$ cat config.mk
export PLATFORM = sky130hd
export DESIGN_NAME = square_jump_ctrl
export DESIGN_NICKNAME = d
export VERILOG_FILES = /design/src/rtl/square_jump_ctrl.sv
export SDC_FILE = /design/constraint.sdc
export NUM_CORES = 1
export LEC_CHECK = 0
export ABC_AREA = 1
export CORE_MARGIN = 2
export CORE_UTILIZATION = 40
export CTS_CLUSTER_SIZE = 28
export DETAILED_ROUTE_END_ITERATION = 10
export SYNTH_ARGS = -nofsm -noshare
export SYNTH_HDL_FRONTEND = slang
export SYNTH_SLANG_ARGS = --single-unit
$ cat constraint.sdc
create_clock -name clk -period 4.3 [get_ports clk]
set_input_delay 0.645 -clock clk [delete_from_list [all_inputs] [get_ports clk]]
set_output_delay 0.645 -clock clk [all_outputs]
set_load 0.005 [all_outputs]
$ cat src/rtl/square_jump_ctrl.sv
// Per-frame controller for the Square player sprite: jump physics, single-obstacle
// collision, lives and game-over. State advances once per video frame.
//
// state       | meaning
// ------------+-------------------------------------------------------------
// S_IDLE      | waiting for start after reset
// S_RUN       | playing; collisions checked each frame
// S_HIT_BLINK | invulnerable after a hit; sprite blinks, physics keeps running
// S_GAME_OVER | lives exhausted; physics frozen until start
module square_jump_ctrl #(
    parameter int X_IDLE       = 160,
    parameter int SIZE         = 16,
    parameter int JUMP_V       = 12,
    parameter int GRAV         = 1,
    parameter int MAX_H        = 400,
    parameter int OBST_W       = 16,
    parameter int OBST_H       = 24,
    parameter int LIVES        = 3,
    parameter int BLINK_FRAMES = 32
) (
    input  logic       clk,
    input  logic       rst,
    input  logic [9:0] i_x_cord,
    input  logic [9:0] i_y_cord,
    input  logic       start,
    input  logic       jump_btn,
    input  logic       obst_valid,
    input  logic [9:0] obst_x,
    output logic [9:0] height,
    output logic       jumping,
    output logic       hit,
    output logic       show,
    output logic [2:0] lives,
    output logic       game_over
);

    localparam int BW = $clog2(BLINK_FRAMES + 1);
    localparam logic signed [10:0] MAX_H_S = 11'(MAX_H);

    typedef enum logic [1:0] {S_IDLE, S_RUN, S_HIT_BLINK, S_GAME_OVER} state_t;

    state_t            state_q, state_d;
    logic              fr_q, fr_dly_q, tick;
    logic              jb_q, jpend_q, jpend_d;
    logic [9:0]        height_q, height_d;
    logic signed [7:0] vel_q, vel_d;
    logic              jumping_q, jumping_d;
    logic [2:0]        lives_q, lives_d;
    logic [BW-1:0]     bcnt_q, bcnt_d;
    logic              in_play, launch, coll;
    logic [10:0]       obst_l, obst_r;
    logic signed [10:0] sum;

    // Edge of the (1,1) marker, so a coordinate held for several clocks ticks once.
    assign tick    = fr_q & ~fr_dly_q;
    assign in_play = (state_q == S_RUN) || (state_q == S_HIT_BLINK);
    assign launch  = tick & in_play & jpend_q & ~jumping_q;

    assign obst_l = {1'b0, obst_x};
    assign obst_r = obst_l + 11'(OBST_W);
    assign coll   = obst_valid && (obst_r > 11'(X_IDLE - SIZE)) &&
                    (obst_l < 11'(X_IDLE + SIZE)) && ({1'b0, height_q} < 11'(OBST_H));
    assign sum    = $signed({1'b0, height_q}) + $signed({{3{vel_q[7]}}, vel_q});

    always_ff @(posedge clk or posedge rst) begin
        if (rst) begin
            state_q   <= S_IDLE;
            fr_q      <= 1'b0;
            fr_dly_q  <= 1'b0;
            jb_q      <= 1'b0;
            jpend_q   <= 1'b0;
            height_q  <= '0;
            vel_q     <= '0;
            jumping_q <= 1'b0;
            lives_q   <= 3'(LIVES);
            bcnt_q    <= '0;
        end else begin
            state_q   <= state_d;
            fr_q      <= (i_x_cord == 10'd1) && (i_y_cord == 10'd1);
            fr_dly_q  <= fr_q;
            jb_q      <= jump_btn;
            jpend_q   <= jpend_d;
            height_q  <= height_d;
            vel_q     <= vel_d;
            jumping_q <= jumping_d;
            lives_q   <= lives_d;
            bcnt_q    <= bcnt_d;
        end
    end

    always_comb begin
        state_d = state_q;
        if (tick) begin
            case (state_q)
                S_IDLE:      if (start) state_d = S_RUN;
                S_RUN:       if (coll) state_d = (lives_q == 3'd1) ? S_GAME_OVER : S_HIT_BLINK;
                S_HIT_BLINK: if (bcnt_q == BW'(1)) state_d = S_RUN;
                S_GAME_OVER: if (start) state_d = S_RUN;
                default:     state_d = S_IDLE;
            endcase
        end
    end

    always_comb begin
        height_d  = height_q;
        vel_d     = vel_q;
        jumping_d = jumping_q;
        lives_d   = lives_q;
        bcnt_d    = bcnt_q;
        jpend_d   = in_play & ((jpend_q & ~launch) | (jump_btn & ~jb_q));

        if (launch) begin
            height_d  = 10'(JUMP_V);
            vel_d     = 8'(JUMP_V - GRAV);
            jumping_d = 1'b1;
        end else if (tick && in_play && jumping_q) begin
            // Landing tick never relaunches; a pending jump waits for the next frame.
            if (sum <= 11'sd0) begin
                height_d  = '0;
                vel_d     = '0;
                jumping_d = 1'b0;
            end else begin
                height_d = (sum > MAX_H_S) ? 10'(MAX_H) : sum[9:0];
                vel_d    = vel_q - 8'(GRAV);
            end
        end

        if (tick) begin
            case (state_q)
                S_IDLE: if (start) lives_d = 3'(LIVES);
                S_RUN: begin
                    if (coll) begin
                        lives_d = lives_q - 3'd1;
                        if (lives_q != 3'd1) bcnt_d = BW'(BLINK_FRAMES);
                    end
                end
                S_HIT_BLINK: bcnt_d = bcnt_q - BW'(1);
                S_GAME_OVER: begin
                    if (start) begin
                        lives_d   = 3'(LIVES);
                        height_d  = '0;
                        vel_d     = '0;
                        jumping_d = 1'b0;
                    end
                end
                default: ;
            endcase
        end
    end

    always_comb begin
        hit       = 1'b0;
        show      = 1'b1;
        game_over = 1'b0;
        case (state_q)
            S_HIT_BLINK: begin
                hit  = 1'b1;
                show = ~bcnt_q[2];
            end
            S_GAME_OVER: begin
                hit       = 1'b1;
                game_over = 1'b1;
            end
            default: ;
        endcase
    end

    assign height  = height_q;
    assign jumping = jumping_q;
    assign lives   = lives_q;

endmodule

==> Word-level counts from Yosys, hierarchy flattened <==
Index checks and enable logic that the tools add are counted.
W data, S select, Z words.
{ "word_totals": {"register_bits": 34, "input_bits": 35, "out_inout_bits": 17} }
{ "classes": {"addsub": 5, "magnitude_cmp": 5, "n_mux": 33, "n_reduce_logical": 15, "eq_ne": 12, "n_bitwise": 13} }
{ "op_table": {"columns": ["cell", "n"], "rows": [
  ["$mux W10", 7],
  ["$mux W8", 6],
  ["$eq A10 B1 Y1 const B", 2],
  ["$mux W6", 2],
  ["$pmux W6 S2", 1],
  ["$reduce_and A4 Y1", 3],
  ["$add A10 B5 Y11 const B", 1],
  ["$add A11 B8 Y11", 1],
  ["$gt A11 B10 Y1 const B", 1],
  ["$gt A11 B8 Y1 const B", 1],
  ["$le A11 B1 Y1 const B", 1],
  ["$lt A10 B5 Y1 const B", 1],
  ["$lt A10 B8 Y1 const B", 1],
  ["$mux W1", 10],
  ["$sub A8 B2 Y8 const B", 1],
  ["$and A1 B1 Y1", 7],
  ["$eq A6 B1 Y1 const B", 1],
  ["$logic_and A1 B1 Y1", 6],
  ["$mux W2", 3],
  ["$mux W3", 2],
  ["$ne A2 B1 Y1 const B", 3],
  ["$pmux W2 S3", 1],
  ["$pmux W3 S2", 1],
  ["$sub A6 B1 Y6 const B", 1],
  ["other kinds (12)", 19]
]} }

==> Depth between registers and ports, before layout <==
{ "logic_depth": {"depth_word": 9, "depth_mapped": 17, "depth_no_buf": 17} }

==> Worst setup path before layout <==
OpenSTA, ideal clock, no wires.
{ "synth_timing": {"path_type": "reg2reg", "start": "reg height_q[0], in the netlist height[0]", "end": "reg vel_q[3]", "arrival_time_ns": 1.977, "n_path_buf": 0, "slack_ns": 2.202, "setup_time_ns": 0.121, "path_stages_with_launch": 18, "path_cell_list": "dfrtp_1 -> ha_1 -> inv_1 -> fa_1 -> inv_1 -> nand3_1 -> nand2_1 -> nand2_1 -> nand2_1 -> nand2_1 -> nand2_1 -> nand2_1 -> nor2_1 -> nand2_1 -> nand2_4 -> nand2_2 -> nand2_2 -> o21ai_2"} }
{ "synth_via": {"elab_chain_len": 8} }
{ "synth_lines": {"columns": ["item", "line", "text"], "rows": [
  ["start: declaration", "45", "logic [9:0] height_q, height_d;"],
  ["start signal: assignment", "83", "height_q <= height_d;"],
  ["$add A11 B8 Y11 (*)", "63", "assign sum = $signed({1'b0, height_q}) + $signed({{3{vel_q[7]}}, vel_q});"],
  ["$le A11 B1 Y1 (*)", "118", "if (sum <= 11'sd0) begin"],
  ["$mux W8 (*)", "118", null],
  ["$mux W8 (*)", "116", "end else if (tick && in_play && jumping_q) begin"],
  ["$mux W8 (*)", "112", "if (launch) begin"],
  ["$mux W8", "139", "if (start) begin"],
  ["$mux W8", "129", "case (state_q)"],
  ["$mux W8 (*)", "128", "if (tick) begin"],
  ["named net vel_d[3]", "46", "logic signed [7:0] vel_q, vel_d;"],
  ["end signal: assignment", "84", "vel_q <= vel_d;"],
  ["end: declaration", "46", null]
]} }
Mark *: on every way through the listed nets, which the timed path passes. The rest lies on a longest branch.
A chain may end at the register's enable or synchronous reset.

==> Final worst setup path <==
{ "layout_timing": {"start": "in obst_x[4]", "end": "reg bcnt_q[3]"} }
{ "layout_via": {"elab_chain_len": 7, "word_cells_on_any_way": 8} }
{ "layout_lines": {"columns": ["item", "line", "text"], "rows": [
  ["start: declaration", "28", "input logic [9:0] obst_x,"],
  ["$add A10 B5 Y11", "60", "assign obst_r = obst_l + 11'(OBST_W);"],
  ["$gt A11 B8 Y1", "61", "assign coll = obst_valid && (obst_r > 11'(X_IDLE - SIZE)) &&"],
  ["$logic_and A1 B1 Y1", "61", null],
  ["$logic_and A1 B1 Y1 (*)", "61", null],
  ["$logic_and A1 B1 Y1 (*)", "62", "(obst_l < 11'(X_IDLE + SIZE)) && ({1'b0, height_q} < 11'(OBST_H));"],
  ["$ne A2 B2 Y1 (no source line) (*)", null, null],
  ["$reduce_and A4 Y1 (no source line) (*)", null, null],
  ["end signal: assignment", "87", "bcnt_q <= bcnt_d;"],
  ["end: declaration", "49", "logic [BW-1:0] bcnt_q, bcnt_d;"]
]} }
Every way passes the cells marked *; elsewhere a longest branch is shown, timed or not.

==> metrics.txt <==
run status=complete, no violations; # diodes=0; CTS tree=yes; P_sw=0.000146 W; post-route ant nets=0; max-cap viol count=0; post-synthesis sequential area ratio=31.5%; PD cells=198 mW/mm^2; fin crit period=2490 ps; IO buf count=51; # DRC=0; Async SR Flop Fraction=100%; peak supply drop=0.135 mV; die width=86.2 um; data required time at the worst endpoint=4480 ps; number of clock sinks=34; Worst R2R Setup Slack=1860 ps; Syn Std Cell Area=0.00271 mm^2; Worst Setup SP=obst_x[4]; die height=86.2 um; vias per cell=4.95; mean post-synth cell area=7.01 um^2; synthesized flop and latch total=34; top_reg_cell synth=dfrtp_1; Reg2Reg Depth=12; post-synth top area cell=dfrtp_1; Flop pwr share=47.8%; vias in the first global route=2428; Worst-Margin Slew=446 ps; Hold Buf Count CTS=0; layout cells sized above 1=9.66%; ranking of synthesized cells by area=dfrtp_1 (30%), nand2_1 (14%), ha_1 (9.7%); Final setup viols=0; critical path class=in2reg; critical path capture point type=flip-flop; Slew Viols, Final=0; Cell Rows=29; initial antenna violation count=0; FMAX=401 MHz; Syn Nets=443; Final Hold Vio Count=0; final worst slack=1810 ps; clk_skew=7.47 ps; Vias=2586; Setup Fix Bufs, Post-CTS=0; r2r startpoint=state_q[0]$_DFFE_PP0P_; Leakage Power=1.67 nW; # IOs=52; CTS resizes=0; synth warn=0; core area=0.00646 mm^2; Worst EP arrival=2670 ps; Longest Clk Path Bufs=2; period utilization=58.0%; hold path depth=0; GRT Util Overall=18.0%; DRT Pass-1 Iters=4; total congestion overflow=0; total CTS buffers=5; DR WL/cell=12.1 um; Clock transition at path regs=80 ps; startpoint types=primary input; most common cell in the netlist=nand2_1; starting density of the core=41.9%; NumNets Final=501; depth of the CTS H-tree=2; largest net degree at the start of global routing=35; DRT iter0 DRCs=104; crit path to=bcnt_q[3]$_DFFE_PP0P_; Hold/Removal Path Class=reg2reg; max_slew headroom=70.3%; first-pass GRT wire length=10.8 mm; RSZ-0062 raised after global routing=false; root buffer selected by CTS=clkbuf_8; Area Overhead vs Synth=26.6%; Switching Share=21.6%; Internal=0.000531 W; top post-synthesis cells by count=nand2_1 (99), inv_1 (60), nor2_1 (44); Clk pwr share=42.8%; Reg-to-Reg End=vel_q[6]$_DFF_PP0_; Synth cell types=33; Post-Route WL=6.34 mm; setup_tns=0 ps; top-area cell type share of the netlist area=29.6%; Total Die Area=0.00744 mm^2; clock latency on the worst-skew pair=280 ps; DP Wirelength=5.21 mm; Syn Inst Count=386; global placement routability congestion=0.876; CP Max Fanout=9; Logic pwr share=9.4%; Setup WS pre-CTS=1500 ps; number of synthesized flops with an enable pin=0
[area by class of cell]
cell class                 count  area, um^2
fill                         651        3030
multi-input combinational    288        1610
sequential                    34         853
timing repair buffer          52         518
inverter                      63         236
tap                           77        96.3
clock buffer                   5        68.8
clock inverter                 3        40.0
[power groups by stage]
stage | Combinational [W] | Clock (W) | Sequential [W]
floorplan | 0.0000238 | 0 | 0.000330
global placement | 0.0000634 | 0 | 0.000330
detailed placement | 0.0000642 | 0 | 0.000330
CTS | 0.0000646 | 0.000295 | 0.000324
global route | 0.0000719 | 0.000310 | 0.000324
finish | 0.0000634 | 0.000290 | 0.000324
[metal layers]
layer / vias to the layer above / part of all wire (%) / track usage [%]
li1: 1352 / - / -
met1: 1169 / 49 / 24.6
met2: 61 / 45 / 29.7
met3: 4 / 4.7 / 3.52
met4: 0 / 0.76 / 3.84
met5: - / 0 / 0
[cell families (layout without fill, tap and decap cells)]
family	count (synthesis)	after routing	share of synthesized area, %
buffers and inverters	64	123	8.88
AOI/OAI and AO/OA	45	45	9.53
xor gates and xnor gates	8	8	2.59
DFF	34	34	31.5
and+or+nand+nor	213	213	37.0
adders and majority gates	22	22	10.5
[registers in the layout, summed over array words and instances (netlist names)]
register,count
fr_dly_q,1
state_q,2
jumping,1
fr_q,1
height,10
lives,3
jb_q,1
bcnt_q,6
vel_q,8
jpend_q,1
[worst min-delay path by stage]
stage / startpoint / endpoint / slack [ps]
after floorplan: fr_q$_DFF_PP0_ / fr_dly_q$_DFF_PP0_ / 350
after global placement: fr_q$_DFF_PP0_ / fr_dly_q$_DFF_PP0_ / 380
after detailed placement: fr_q$_DFF_PP0_ / fr_dly_q$_DFF_PP0_ / 380
after CTS: fr_q$_DFF_PP0_ / fr_dly_q$_DFF_PP0_ / 410
after global routing: fr_q$_DFF_PP0_ / fr_dly_q$_DFF_PP0_ / 430
final: fr_q$_DFF_PP0_ / fr_dly_q$_DFF_PP0_ / 400
[stage by stage]
| stage | hold WS, ps | power (W) | util [%] | instance area (um^2) | instances |
|---|---|---|---|---|---|
| finish | 396 | 0.000678 | 53.0 | 3420 | 522 |
| global route | 426 | 0.000706 | 53.0 | 3420 | 522 |
| CTS | 406 | 0.000684 | 53.0 | 3420 | 522 |
| detailed placement | 385 | 0.000395 | 51.3 | 3320 | 514 |
| global placement | 376 | 0.000394 | 51.3 | 3320 | 514 |
| floorplan | 354 | 0.000354 | - | 2710 | 386 |
[layout by cell type (no fill, tap or decap), types with 3 or more instances in the layout]
cell             instances
a21oi_1                 19
a21oi_2                  4
clkbuf_8                 5
clkdlybuf4s50_1         51
dfrtp_1                 32
ha_1                    21
inv_1                   60
inv_2                    3
nand2_1                 99
nand2_2                  9
nand2_4                  3
nand3_1                 22
nand3_2                  5
nand3b_1                 7
nand4_1                  6
nor2_1                  44
nor3_1                   4
nor4_1                   5
o21ai_0                 15
o31ai_1                  3
xor2_1                   6
[critical path: stages]
cell and delay [ps]:
clkdlybuf4s50_1 480, inv_1 70, ha_1 280, o21ai_0 80
nand2_1 70, o211ai_1 80, o21ai_0 240, nand2_1 260
nor2_1 230, nand2_1 70, and3_1 160
No activity file was read; power rests on OpenSTA's default activity.
